`src/rtl/ctrl_pkg.sv`:
```
// Shared definitions for the BCD counter run/pause/clear controller.
package ctrl_pkg;

    typedef enum logic [1:0] {
        ST_IDLE  = 2'b00,
        ST_RUN   = 2'b01,
        ST_PAUSE = 2'b10,
        ST_DONE  = 2'b11
    } ctrl_state_e;

    localparam logic [3:0] BCD_MAX_DIGIT = 4'd9;
    localparam logic [3:0] BCD_MIN_DIGIT = 4'd0;

    // Terminal value depends on direction: 99 counting up, 00 counting down.
    function automatic logic is_terminal(input logic [3:0] tens,
                                         input logic [3:0] ones,
                                         input logic       up);
        if (up)
            return (tens == BCD_MAX_DIGIT) && (ones == BCD_MAX_DIGIT);
        else
            return (tens == BCD_MIN_DIGIT) && (ones == BCD_MIN_DIGIT);
    endfunction

endpackage

```
`src/rtl/btn_debounce.sv`:
```
// Two-flop synchronizer, stability down-counter and rising-edge press pulse
// for one front-panel button.
module btn_debounce
    import ctrl_pkg::*;
#(
    parameter int DEB_CYCLES = 1000000
) (
    input  logic clk_i,
    input  logic rst_ni,
    input  logic btn_i,
    output logic press_o
);

    localparam int            CW     = $clog2(DEB_CYCLES + 1);
    localparam logic [CW-1:0] RELOAD = CW'(DEB_CYCLES - 1);

    logic          sync1_q, sync2_q;
    logic          level_q, level_d;
    logic          press_q, press_d;
    logic [CW-1:0] stab_q, stab_d;

    // Counter reloads whenever the synchronized input agrees with the
    // accepted level, so any bounce back restarts the stability window.
    always_comb begin
        level_d = level_q;
        stab_d  = RELOAD;
        if (sync2_q != level_q) begin
            if (stab_q == '0)
                level_d = sync2_q;
            else
                stab_d = stab_q - 1'b1;
        end
        press_d = level_d & ~level_q;
    end

    always_ff @(posedge clk_i) begin
        if (!rst_ni) begin
            sync1_q <= 1'b0;
            sync2_q <= 1'b0;
            level_q <= 1'b0;
            press_q <= 1'b0;
            stab_q  <= RELOAD;
        end else begin
            sync1_q <= btn_i;
            sync2_q <= sync1_q;
            level_q <= level_d;
            press_q <= press_d;
            stab_q  <= stab_d;
        end
    end

    assign press_o = press_q;

endmodule

```
`src/rtl/counter_ctrl.sv`:
```
// Run/pause/clear controller for the two-digit BCD counter: debounced
// buttons, gated tick divider, terminal-count stop.
//
// state    | meaning
// ---------+-------------------------------------------------
// ST_IDLE  | cleared, waiting for start
// ST_RUN   | divider running, cnt_en issued on each tick
// ST_PAUSE | divider frozen at its current value
// ST_DONE  | terminal count reached, only clear leaves
module counter_ctrl
    import ctrl_pkg::*;
#(
    parameter int TICK_DIV    = 50000000,
    parameter int DEB_CYCLES  = 1000000,
    parameter int STOP_AT_END = 1
) (
    input  logic       clk,
    input  logic       rst,
    input  logic       btn_start,
    input  logic       btn_clear,
    input  logic       btn_lap,
    input  logic       toggle,
    input  logic [3:0] bcd_1,
    input  logic [3:0] bcd_10,
    output logic       cnt_en,
    output logic       cnt_clr,
    output logic       cnt_up,
    output logic       disp_hold,
    output logic [1:0] state,
    output logic       run_led
);

    localparam int               DIV_W    = $clog2(TICK_DIV);
    localparam logic [DIV_W-1:0] DIV_LAST = DIV_W'(TICK_DIV - 1);
    localparam bit               STOP_EN  = (STOP_AT_END != 0);

    logic start_ev, clear_ev, lap_ev;
    logic tog_s1_q, tog_s2_q;

    ctrl_state_e      state_q, state_d;
    logic [DIV_W-1:0] div_q, div_d;
    logic             hold_q, hold_d;
    logic             cnt_en_q, cnt_en_d;
    logic             cnt_clr_q, cnt_clr_d;
    logic             run_led_q, run_led_d;
    logic             tick, term;

    btn_debounce #(.DEB_CYCLES(DEB_CYCLES)) u_deb_start (
        .clk_i(clk), .rst_ni(rst), .btn_i(btn_start), .press_o(start_ev)
    );
    btn_debounce #(.DEB_CYCLES(DEB_CYCLES)) u_deb_clear (
        .clk_i(clk), .rst_ni(rst), .btn_i(btn_clear), .press_o(clear_ev)
    );
    btn_debounce #(.DEB_CYCLES(DEB_CYCLES)) u_deb_lap (
        .clk_i(clk), .rst_ni(rst), .btn_i(btn_lap), .press_o(lap_ev)
    );

    assign tick = (state_q == ST_RUN) && (div_q == DIV_LAST);
    assign term = STOP_EN && is_terminal(bcd_10, bcd_1, cnt_up);

    always_comb begin
        state_d   = state_q;
        div_d     = div_q;
        hold_d    = hold_q;
        cnt_en_d  = 1'b0;
        cnt_clr_d = clear_ev;
        if (clear_ev) begin
            state_d = ST_IDLE;
            div_d   = '0;
            hold_d  = 1'b0;
        end else begin
            case (state_q)
                ST_IDLE: begin
                    if (start_ev) begin
                        state_d = ST_RUN;
                        div_d   = '0;
                    end
                end
                ST_RUN: begin
                    if (lap_ev)
                        hold_d = ~hold_q;
                    // A start press on the tick cycle pauses without advancing.
                    if (start_ev) begin
                        state_d = ST_PAUSE;
                    end else if (tick) begin
                        div_d = '0;
                        if (term)
                            state_d = ST_DONE;
                        else
                            cnt_en_d = 1'b1;
                    end else begin
                        div_d = div_q + 1'b1;
                    end
                end
                ST_PAUSE: begin
                    if (lap_ev)
                        hold_d = ~hold_q;
                    if (start_ev)
                        state_d = ST_RUN;
                end
                default: ;
            endcase
            if (state_d == ST_DONE)
                hold_d = 1'b0;
        end
        run_led_d = (state_d == ST_RUN);
    end

    always_ff @(posedge clk) begin
        if (!rst) begin
            state_q   <= ST_IDLE;
            div_q     <= '0;
            hold_q    <= 1'b0;
            cnt_en_q  <= 1'b0;
            cnt_clr_q <= 1'b0;
            run_led_q <= 1'b0;
            tog_s1_q  <= 1'b0;
            tog_s2_q  <= 1'b0;
        end else begin
            state_q   <= state_d;
            div_q     <= div_d;
            hold_q    <= hold_d;
            cnt_en_q  <= cnt_en_d;
            cnt_clr_q <= cnt_clr_d;
            run_led_q <= run_led_d;
            tog_s1_q  <= toggle;
            tog_s2_q  <= tog_s1_q;
        end
    end

    assign cnt_en    = cnt_en_q;
    assign cnt_clr   = cnt_clr_q;
    assign cnt_up    = ~tog_s2_q;
    assign disp_hold = hold_q;
    assign state     = state_q;
    assign run_led   = run_led_q;

endmodule

```
`config.mk`:
```
export PLATFORM = sky130hd
export DESIGN_NAME = counter_ctrl
export DESIGN_NICKNAME = d
export VERILOG_FILES = /design/src/rtl/ctrl_pkg.sv /design/src/rtl/btn_debounce.sv /design/src/rtl/counter_ctrl.sv
export SDC_FILE = /design/constraint.sdc
export NUM_CORES = 1
export LEC_CHECK = 0
export ABC_CLOCK_PERIOD_IN_PS = 2270
export CAP_MARGIN = 15
export CORE_MARGIN = 1
export CORE_UTILIZATION = 35
export CTS_CLUSTER_SIZE = 30
export DETAILED_ROUTE_END_ITERATION = 12
export GPL_TIMING_DRIVEN = 1
export PLACE_DENSITY = 0.49
export SLEW_MARGIN = 5
export SYNTH_ARGS = -nofsm -noshare
export SYNTH_HDL_FRONTEND = slang
export SYNTH_HIERARCHICAL = 1
export SYNTH_SLANG_ARGS = --single-unit
export TNS_END_PERCENT = 1
```
`constraint.sdc`:
```
create_clock -name clk -period 2.27 [get_ports clk]
set_input_delay 0.454 -clock clk [delete_from_list [all_inputs] [get_ports clk]]
set_output_delay 0.454 -clock clk [all_outputs]
set_load 0.02 [all_outputs]
```
# Word-level counts from Yosys, hierarchy flattened
# Cells that the tools add are included.
[totals] ff_bits=106 inputBits=14 output_inout_bits=7 wordCells=92
[op_classes] addsub=4 n_eq_ne=12 mux=19 n_bitwise=14 n_reduce_logical=20
[op_table] operator="26-bit 2-to-1 mux" count=3
[op_table] operator="20-bit zero test" count=3
[op_table] operator="20-bit by 1-bit subtractor with 20-bit output (second input constant)" count=3
[op_table] operator="26-bit one-hot mux with 2 select lines" count=1
[op_table] operator="26-bit by 1-bit adder with 26-bit output (second input constant)" count=1
[op_table] operator="26-bit equality test (second input constant)" count=1
[op_table] operator="2-bit 2-to-1 mux" count=6
[op_table] operator="3-bit OR reduction" count=4
[op_table] operator="1-bit inverter" count=11
[op_table] operator="4-bit equality test (second input constant)" count=2
[op_table] operator="4-bit zero test" count=2
[op_table] operator="1-bit 2-to-1 mux" count=8
[op_table] operator="2-bit OR reduction" count=3
[op_table] operator="5-bit OR reduction" count=1
[op_table] operator="2-bit by 1-bit equality test with 1-bit output (second input constant)" count=2
[op_table] operator="2-bit equality test (second input constant)" count=2
[op_table] operator="2-bit one-hot mux with 2 select lines" count=1
[op_table] operator="1-bit bitwise AND" count=3
[op_table] operator="1-bit logical AND" count=3
[op_table] operator="1-bit != test" count=3
[op_table] operator="3-bit AND reduction" count=1
[op_table] operator="2-bit zero test" count=1
[op_table] operator="2-bit by 1-bit != test with 1-bit output (second input constant)" count=1
[op_table] operator="2-bit != test (second input constant)" count=1
[op_table] operator="2 further kinds" count=2

# Longest topological paths before layout
# Gate-level depths: netlist (run 1).
[logic_depth] ltp_word=10 depth_mapped=9 ltp_nobuf=7

# Hierarchy
# The synthesis (run 1) kept the hierarchy.
[modules_own_cells] mod="btn_debounce" n_inst=3 cells_per_inst=115 area_each_um2=1067.3 seq_area_each_um2=480.5
[modules_own_cells] mod="counter_ctrl" n_inst=1 cells_per_inst=218 area_each_um2=1878.1 seq_area_each_um2=680.7

# Worst setup path before layout (run 1)
# OpenSTA, ideal clock, no wires.
[synth_timing] path_kind="register to register" start="reg u_deb_clear.stab_q[0]" end="reg u_deb_clear.stab_q[14]" setup_ns=0.063 arrival_ns=1.973 t_required_ns=2.207 setup_slack_ns=0.235 path_stages_with_launch=8 path_buffers=1 synth_period_minus_slack_ns=2.035 path_cell_list="dfxtp_1 -> inv_1 -> ha_1 -> or4b_2 -> nor4b_1 -> a21boi_0 -> clkbuf_1 -> nand3_1"
[synth_via] elab_chain_cells=2 elab_cells_between_ends=3 cone_classes="add/sub (1); reduce/logical (2)"
[synth_lines] item="from (decl)" line="btn_debounce.sv:20" source="logic [CW-1:0] stab_q, stab_d;"
[synth_lines] item="from (signal assigned)" line="btn_debounce.sv:48" source="stab_q <= stab_d;"
[synth_lines] item="branches (longest 2 deep; another with 20-bit by 1-bit subtractor with 20-bit output)"
# Parallel ways; which one is timed is not known.
# A chain may end at the register's enable or synchronous reset.

# Worst setup path in the final report (run 1)
[layout_timing] start="reg u_deb_lap.stab_q[0]" end="reg u_deb_lap.stab_q[18]"
[layout_via] elab_chain_cells=2 elab_cells_between_ends=3 cone_classes="add/sub (1); reduce/logical (2)"
[layout_lines] item="from (decl)" line="btn_debounce.sv:20"
[layout_lines] item="from (signal assigned)" line="btn_debounce.sv:48"
[layout_lines] item="branches (longest 2 deep; another with 20-bit by 1-bit subtractor with 20-bit output)"
# Parallel ways; which one is timed is not known.

==> results.yml, run 1 <==
outcome:
  run_status: "completed"
clocking:
  cts_setup_buffers: 0
  clkTransAtPathRegs_ns: 0.07
  clock_tree.buffer_depth: 2
  cts_tree: "yes"
  clock_tree.htree_level_count: 3
  insertion_delay_ns: 0.36
  cts.sink_count: 106
  cts_made_buffers: 9
  cts-root-buf: "clkbuf_16"
sta:
  timing.clock.skew_ns: 0.008582
  layout_setup_ws_ns: 0.1514
  maximum_frequency_from_static_timing_analysis_mhz: 472.0
  post-route-period-util_pct: 93.33
  timing.final.hold_violations: 0
  rsz0062_at_grt: "yes"
  finalMaxSlewViolations: 0
  setup-violations-final: 0
  final_worst_path_period_need_ns: 2.119
  worst_slew_margin_rel_pct: 59.04
  tightestPinTransition_ns: 0.6117
yosys:
  synthArstFlopShare_pct: 0
  postSynthRegisterBits: 106
  combinational_family_with_the_most_area_after_synthesis: "simple AND/OR/NAND/NOR gates"
  synth-main-ff-cell: "dfxtp_1"
  post_synth_instance_area_um2: 5080
  yosys.area_share.adder_pct: 2.709
  synth.avg_cell_area_um2: 9.023
  seq_area_frac_synth_pct: 41.77
  area_share_of_and_or_nand_nor_cells_after_synthesis_pct: 33.25
  post_synthesis_net_count: 588
  synth-edff-count: 0
  yosysWarnings: 6
  post_synth_xor_area_fraction_pct: 7.414
  netlist-cell-type-count: 62
  yosys-mux-area-fraction_pct: 1.379
  synth_compound_area_share_pct: 10.52
  synth_cells: 563
critical_path:
  cp_data_arrival_time_ns: 2.41
  r2r_end: "u_deb_lap/stab_q[18]$_SDFF_PP1_"
  path_delay_family: "simple AND/OR/NAND/NOR gates"
  worst-path-max-fanout: 12
  worst-setup-path-type: "reg -> reg"
  path_cells: "inv_1 -> ha_1 -> or4b_2 -> nor4b_1 -> a21boi_0 -> buf_4 -> nand3_1"
  critical_path.max_stage_delay_ns: 0.65
  reg2reg_depth: 7
  crit_path_start: "u_deb_lap/stab_q[0]$_SDFF_PP1_"
  critical_path_required_ns: 2.56
  worstReg2RegStart: "u_deb_lap/stab_q[0]$_SDFF_PP1_"
  startpoint_type: "flop"
  end_kind: "flop"
  critPathBufInv: 2
  setup.reg_to_reg.worst_slack_ns: 0.15
  critical-path-slowest-cell: "or4b_2"
grt:
  first_global_vias: 3789
  grt_pass1_wl_um: 17910
  antenna_found_initial: 0
  globalRoute.totalOverflow: 0
  grt_max_degree: 19
  gr-usage-all-layers_pct: 15.08
final_layout:
  layout.core_utilization_pct: 42.77
  number_of_antenna_cells_inserted: 0
  area.growth.synth_to_final_pct: 18.23
  layout.nets: 629
  layout-drive-gt1-share_pct: 14.78
routing:
  route.detailed.vias_per_inst: 5.212
  dr.first_iter.drc_count: 218
  num_vias: 4112
  drc: 0
  wl_final_um: 10500
  antenna_viol_nets_final: 0
  dr.pass1.iters: 6
  routed_wire_length_per_instance_um: 13.30
floorplan:
  fp.coreArea_um2: 14040
  num_io_pins: 21
  fp.dieW_um: 122.5
  start_util_pct: 36.18
  floorplan.die.height_um: 122.5
  dieArea_um2: 15000
  fp-row-count: 43
min_path:
  timing.hold.worst_endpoint: "u_deb_lap/stab_q[0]$_SDFF_PP1_"
  worst_hold_path.num_cells: 1
  holdCritPathClass: "reg -> reg"
  hold_path.startpoint: "u_deb_lap/stab_q[0]$_SDFF_PP1_"
placed_design:
  placement.setup.worst_slack_ns: 0.06780
  numPortBuffers: 20
  dp.final_hpwl_um: 7458
  gpl.final_weighted_congestion: 0.7548
power_and_ir_drop:
  vdd.ir_drop.worst_v: 0.0004393
  static_leak_nw: 1.977
  power.density_nw_per_um2: 611.6
run:
  drv_cap: 0
-- layout by cell type (no fill, tap or decap), types with 4 or more instances in the layout --
| cell | synthesis | routed |
|---|---|---|
| nor3_1 | 16 | 15 |
| buf_4 | 1 | 26 |
| or3_2 | 9 | 9 |
| ha_1 | 11 | 10 |
| o21ai_0 | 11 | 11 |
| xor2_1 | 17 | 17 |
| or4b_2 | 6 | 5 |
| o31ai_1 | 15 | 15 |
| and4_1 | 6 | 6 |
| a31oi_1 | 11 | 11 |
| nand2_1 | 44 | 44 |
| xnor2_1 | 26 | 26 |
| nand3_1 | 26 | 26 |
| or4_1 | 16 | 16 |
| inv_1 | 14 | 14 |
| or2_2 | 6 | 6 |
| or3_1 | 11 | 11 |
| dfxtp_1 | 106 | 106 |
| and3_1 | 7 | 7 |
| nand4_1 | 17 | 17 |
| nand3b_1 | 6 | 6 |
| nor2_1 | 62 | 62 |
| mux2i_1 | 7 | 7 |
| clkbuf_16 | 0 | 9 |
| a21oi_1 | 14 | 14 |
| and2_1 | 18 | 18 |
| clkdlybuf4s50_1 | 0 | 20 |
| nor4_1 | 7 | 7 |
| nor4b_1 | 6 | 4 |
-- kinds of logic (layout without fill, tap and decap cells) --
group | Yosys count | count (layout)
DFF | 106 | 106
adders and majority gates | 11 | 11
and+or+nand+nor | 291 | 291
xor gates and xnor gates | 43 | 43
AOI/OAI and AO/OA | 73 | 73
muxes | 7 | 7
buffers and inverters | 32 | 78
-- worst max-delay path by stage --
| stage | end | slack (ns) | cells past startpoint |
|---|---|---|---|
| after CTS | u_deb_clear/stab_q[17]$_SDFF_PP1_ | 0.04 | 8 |
| after floorplan | u_deb_clear/stab_q[14]$_SDFF_PP1_ | 0.23 | 7 |
| after global routing | div_q[16]$_SDFFE_PP0P_ | -0.03 | 7 |
| final | u_deb_lap/stab_q[18]$_SDFF_PP1_ | 0.15 | 7 |
| after detailed placement | u_deb_clear/stab_q[17]$_SDFF_PP1_ | 0.07 | 8 |
| after global placement | u_deb_clear/stab_q[3]$_SDFF_PP1_ | 0.10 | 8 |
-- metal layers --
layer  vias to the layer above  routed length [um]  share of wire, %  track usage (%)
li1                       2135                   -                 -                -
met1                      1910                5267                50            19.72
met2                        58                4650                44            23.56
met3                         9                 434               4.1            4.275
met4                         0                 142               1.4            5.412
met5                         -                   0                 0                0
-- sequential cells by signal, summed over array words and instances, names as in the netlist --
name,cells
u_deb_start/level_q,1
u_deb_clear/sync2_q,1
tog_s2_q,1
u_deb_lap/level_q,1
state,2
run_led,1
u_deb_start/stab_q,20
u_deb_lap/sync1_q,1
u_deb_clear/press_o,1
u_deb_lap/press_o,1
disp_hold,1
u_deb_start/press_o,1
u_deb_clear/stab_q,20
tog_s1_q,1
u_deb_start/sync1_q,1
cnt_clr,1
u_deb_clear/level_q,1
div_q,26
cnt_en,1
u_deb_lap/sync2_q,1
u_deb_clear/sync1_q,1
u_deb_lap/stab_q,20
u_deb_start/sync2_q,1
-- cell type report --
| type | instances | area, um2 |
|---|---|---|
| fill | 1372 | 8036 |
| multi-input combinational | 425 | 2844 |
| sequential | 106 | 2122 |
| timing repair buffer | 48 | 435.4 |
| clock buffer | 9 | 225.2 |
| tap | 180 | 225.2 |
| clock inverter | 7 | 101.3 |
| inverter | 14 | 52.55 |
-- synthesized netlist by cell type (7+ instances only) --
library cell | n | area [um2]
xor2_1 | 17 | 148.9
nand3_1 | 26 | 130.1
nand2_1 | 44 | 165.2
o21ai_0 | 11 | 55.05
ha_1 | 11 | 137.6
clkbuf_1 | 9 | 33.78
nor4_1 | 7 | 43.79
a21oi_1 | 14 | 70.07
o31ai_1 | 15 | 112.6
xnor2_1 | 26 | 227.7
a31oi_1 | 11 | 68.82
and3_1 | 7 | 43.79
and2_1 | 18 | 112.6
nor2_1 | 62 | 232.7
or4_1 | 16 | 120.1
nand4_1 | 17 | 106.4
inv_1 | 14 | 52.55
dfxtp_1 | 106 | 2122
or3_1 | 11 | 68.82
mux2i_1 | 7 | 70.07
or3_2 | 9 | 67.56
nor3_1 | 16 | 80.08
-- power by group --
part           internal [mW]  leakage, nW  switching (mW)
Combinational         0.0418        0.962          0.0377
Sequential              1.87        0.857         0.00368
Clock                  0.979        0.158           0.745
Total                   2.89         1.98           0.787
-- through the flow --
step / hold slack (ns) / TNS, ns / instance area (um2) / power (mW) / std cells
CTS: 0.4108 / 0 / 5969 / 3.734 / 789
global route: 0.4344 / -0.05184 / 6006 / 3.819 / 789
finish: 0.4093 / 0 / 6006 / 3.673 / 789
global placement: 0.3863 / 0 / 5643 / 1.993 / 773
detailed placement: 0.3930 / 0 / 5643 / 1.994 / 773
floorplan: 0.3790 / 0 / 5080 / 1.948 / 563
-- what timing repair did --
action,CTS,global route
setup endpoints to repair,0,36
hold buffers,0,0
gates resized for setup,0,7
(Power assumes the default switching activity.)
==> inputs of run 2 (changes only) <==
--- a/config.mk
+++ b/config.mk
@@ -8,11 +8,11 @@
 export ABC_CLOCK_PERIOD_IN_PS = 2270
 export CAP_MARGIN = 15
 export CORE_MARGIN = 1
-export CORE_UTILIZATION = 35
+export CORE_UTILIZATION = 40
 export CTS_CLUSTER_SIZE = 30
 export DETAILED_ROUTE_END_ITERATION = 12
 export GPL_TIMING_DRIVEN = 1
-export PLACE_DENSITY = 0.49
+export PLACE_DENSITY = 0.54
 export SLEW_MARGIN = 5
 export SYNTH_ARGS = -nofsm -noshare
 export SYNTH_HDL_FRONTEND = slang
==> results.yml, run 2 (synthesis gave the netlist of run 1 again) <==
outcome:
  run_status: "completed"
clocking:
  clock_tree.htree_level_count: 3
  clock_tree.buffer_depth: 2
  clkTransAtPathRegs_ns: 0.07
  cts-root-buf: "clkbuf_16"
  cts_made_buffers: 9
  insertion_delay_ns: 0.36
  cts.sink_count: 106
  cts_tree: "yes"
final_layout:
  largest_register: "div_q"
  number_of_antenna_cells_inserted: 0
  layout-drive-gt1-share_pct: 15.06
  layout_common_cells: "106 x dfxtp_1, 62 x nor2_1, 44 x nand2_1, 29 x buf_4"
  area.growth.synth_to_final_pct: 17.02
  mostFrequentLayoutCell: "dfxtp_1"
  finish.instance_area_um2: 5944
  multiInputGateArea_um2: 2843
  final_cells: 779
  sequential_cell_area_um2: 2122
  fillers: 1196
  layout.nets: 631
  largest_register_ffs: 26
sta:
  timing.setup.tns_ns: 0
  final_worst_path_period_need_ns: 2.118
  timing.clock.skew_ns: 0.01060
  worst_slew_margin_rel_pct: 57.80
  timing.final.hold_violations: 0
  post-route-period-util_pct: 93.30
  setup-violations-final: 0
  maximum_frequency_from_static_timing_analysis_mhz: 472.1
  finalMaxSlewViolations: 0
  rsz0062_at_grt: "yes"
  layout_setup_ws_ns: 0.1520
  tightestPinTransition_ns: 0.6302
grt:
  gr-usage-all-layers_pct: 17.20
  grt_pass1_wl_um: 17870
  antenna_found_initial: 0
  grt_max_degree: 19
  globalRoute.totalOverflow: 0
  first_global_vias: 3851
routing:
  num_vias: 4134
  antenna_viol_nets_final: 0
  drc: 0
  route.detailed.vias_per_inst: 5.307
  wl_final_um: 10500
  dr.pass1.iters: 4
  routed_wire_length_per_instance_um: 13.48
  dr.first_iter.drc_count: 152
power_and_ir_drop:
  power_share_of_the_clock_group_pct: 43.2
  register_share_of_total_power_pct: 54.5
  internal_power_mw: 2.665
  report.power.total_mw: 3.430
  p_comb_share_pct: 2.3
  power.density_nw_per_um2: 577.0
  netSwitchingPower_uw: 764.8
  static_leak_nw: 1.960
  power.switching_fraction_pct: 22.30
  vdd.ir_drop.worst_v: 0.0005155
critical_path:
  cp_data_arrival_time_ns: 2.35
  path_delay_family: "compound AO/OA/AOI/OAI gates"
  startpoint_type: "flop"
  critical_path.max_stage_delay_ns: 0.43
  critical-path-slowest-cell: "dfxtp_1"
  path_cells: "ha_2 -> nor4bb_2 -> nand4_1 -> o21a_2 -> buf_4 -> a31oi_1 -> mux2i_1"
  critPathBufInv: 1
  critical_path_required_ns: 2.50
  worst-setup-path-type: "reg -> reg"
  worst-path-max-fanout: 17
  end_kind: "flop"
placed_design:
  placement.setup.worst_slack_ns: 0.03722
  placed_cell_area_um2: 5630
  numPortBuffers: 20
  dp.final_hpwl_um: 7566
  placed_cells_incl_taps: 763
  gpl.final_weighted_congestion: 0.8073
run:
  drv_cap: 0
floorplan:
  num_io_pins: 21
  fp.coreArea_um2: 12210
  start_util_pct: 41.60
  fp.dieW_um: 114.7
  dieArea_um2: 13150
  floorplan.die.height_um: 114.7
  fp-row-count: 40
min_path:
  holdCritPathClass: "reg -> reg"
## run 2: what timing repair did
| action | 4_1_cts | 5_1_grt |
|---|---|---|
| hold buffers | 0 | 0 |
| resized for setup | 0 | 7 |
| setup endpoints to repair | 0 | 28 |
| buffers inserted | 0 | 0 |
## run 2: cell type report
type,count,share of cell area [%]
clock buffer,10,3.852
clock inverter,6,0.8419
inverter,14,0.8840
multi-input combinational,425,47.82
sequential,106,35.70
tap,168,3.536
timing repair buffer,50,7.367
## run 2: worst register-to-register path: stages (launching register included)
cell	delay [ns]
dfxtp_1	0.43
ha_2	0.27
nor4bb_2	0.27
nand4_1	0.21
o21a_2	0.31
buf_4	0.21
a31oi_1	0.20
mux2i_1	0.09
## run 2: final timing paths
path | from | endpoint | slack [ns] | depth (start not counted)
max | state[0]$_SDFF_PN0_ | div_q[24]$_SDFFE_PP0P_ | 0.15 | 7
min | u_deb_clear/stab_q[0]$_SDFF_PP1_ | u_deb_clear/stab_q[0]$_SDFF_PP1_ | 0.41 | 1
max reg2reg | state[0]$_SDFF_PN0_ | div_q[24]$_SDFFE_PP0P_ | 0.15 | 7
min reg2reg | u_deb_clear/stab_q[0]$_SDFF_PP1_ | u_deb_clear/stab_q[0]$_SDFF_PP1_ | 0.41 | 1
## run 2: through the flow
step | hold WS [ns] | utilization, %
floorplan | 0.3790 | -
detailed placement | 0.3976 | 46.11
global placement | 0.3877 | 46.11
finish | 0.4086 | 48.68
CTS | 0.4144 | 48.39
global route | 0.4437 | 48.68
## run 2: layer usage
layer  track usage (%)  vias to the layer above  wire length, um
met1             21.94                     1938             5058
met3             5.770                       10              440
met2             27.72                       51             4883
li1                  -                     2135                -
met5                 0                        -                0
met4             4.675                        0              121
## run 2: power groups by stage
| stage | logic [mW] | clock network, mW | registers [mW] |
|---|---|---|---|
| final | 0.0797 | 1.48 | 1.87 |
| after global routing | 0.0876 | 1.62 | 1.87 |
| after floorplan | 0.0352 | 0 | 1.91 |
| after global placement | 0.0797 | 0 | 1.91 |
| after CTS | 0.0803 | 1.54 | 1.87 |
| after detailed placement | 0.0800 | 0 | 1.91 |
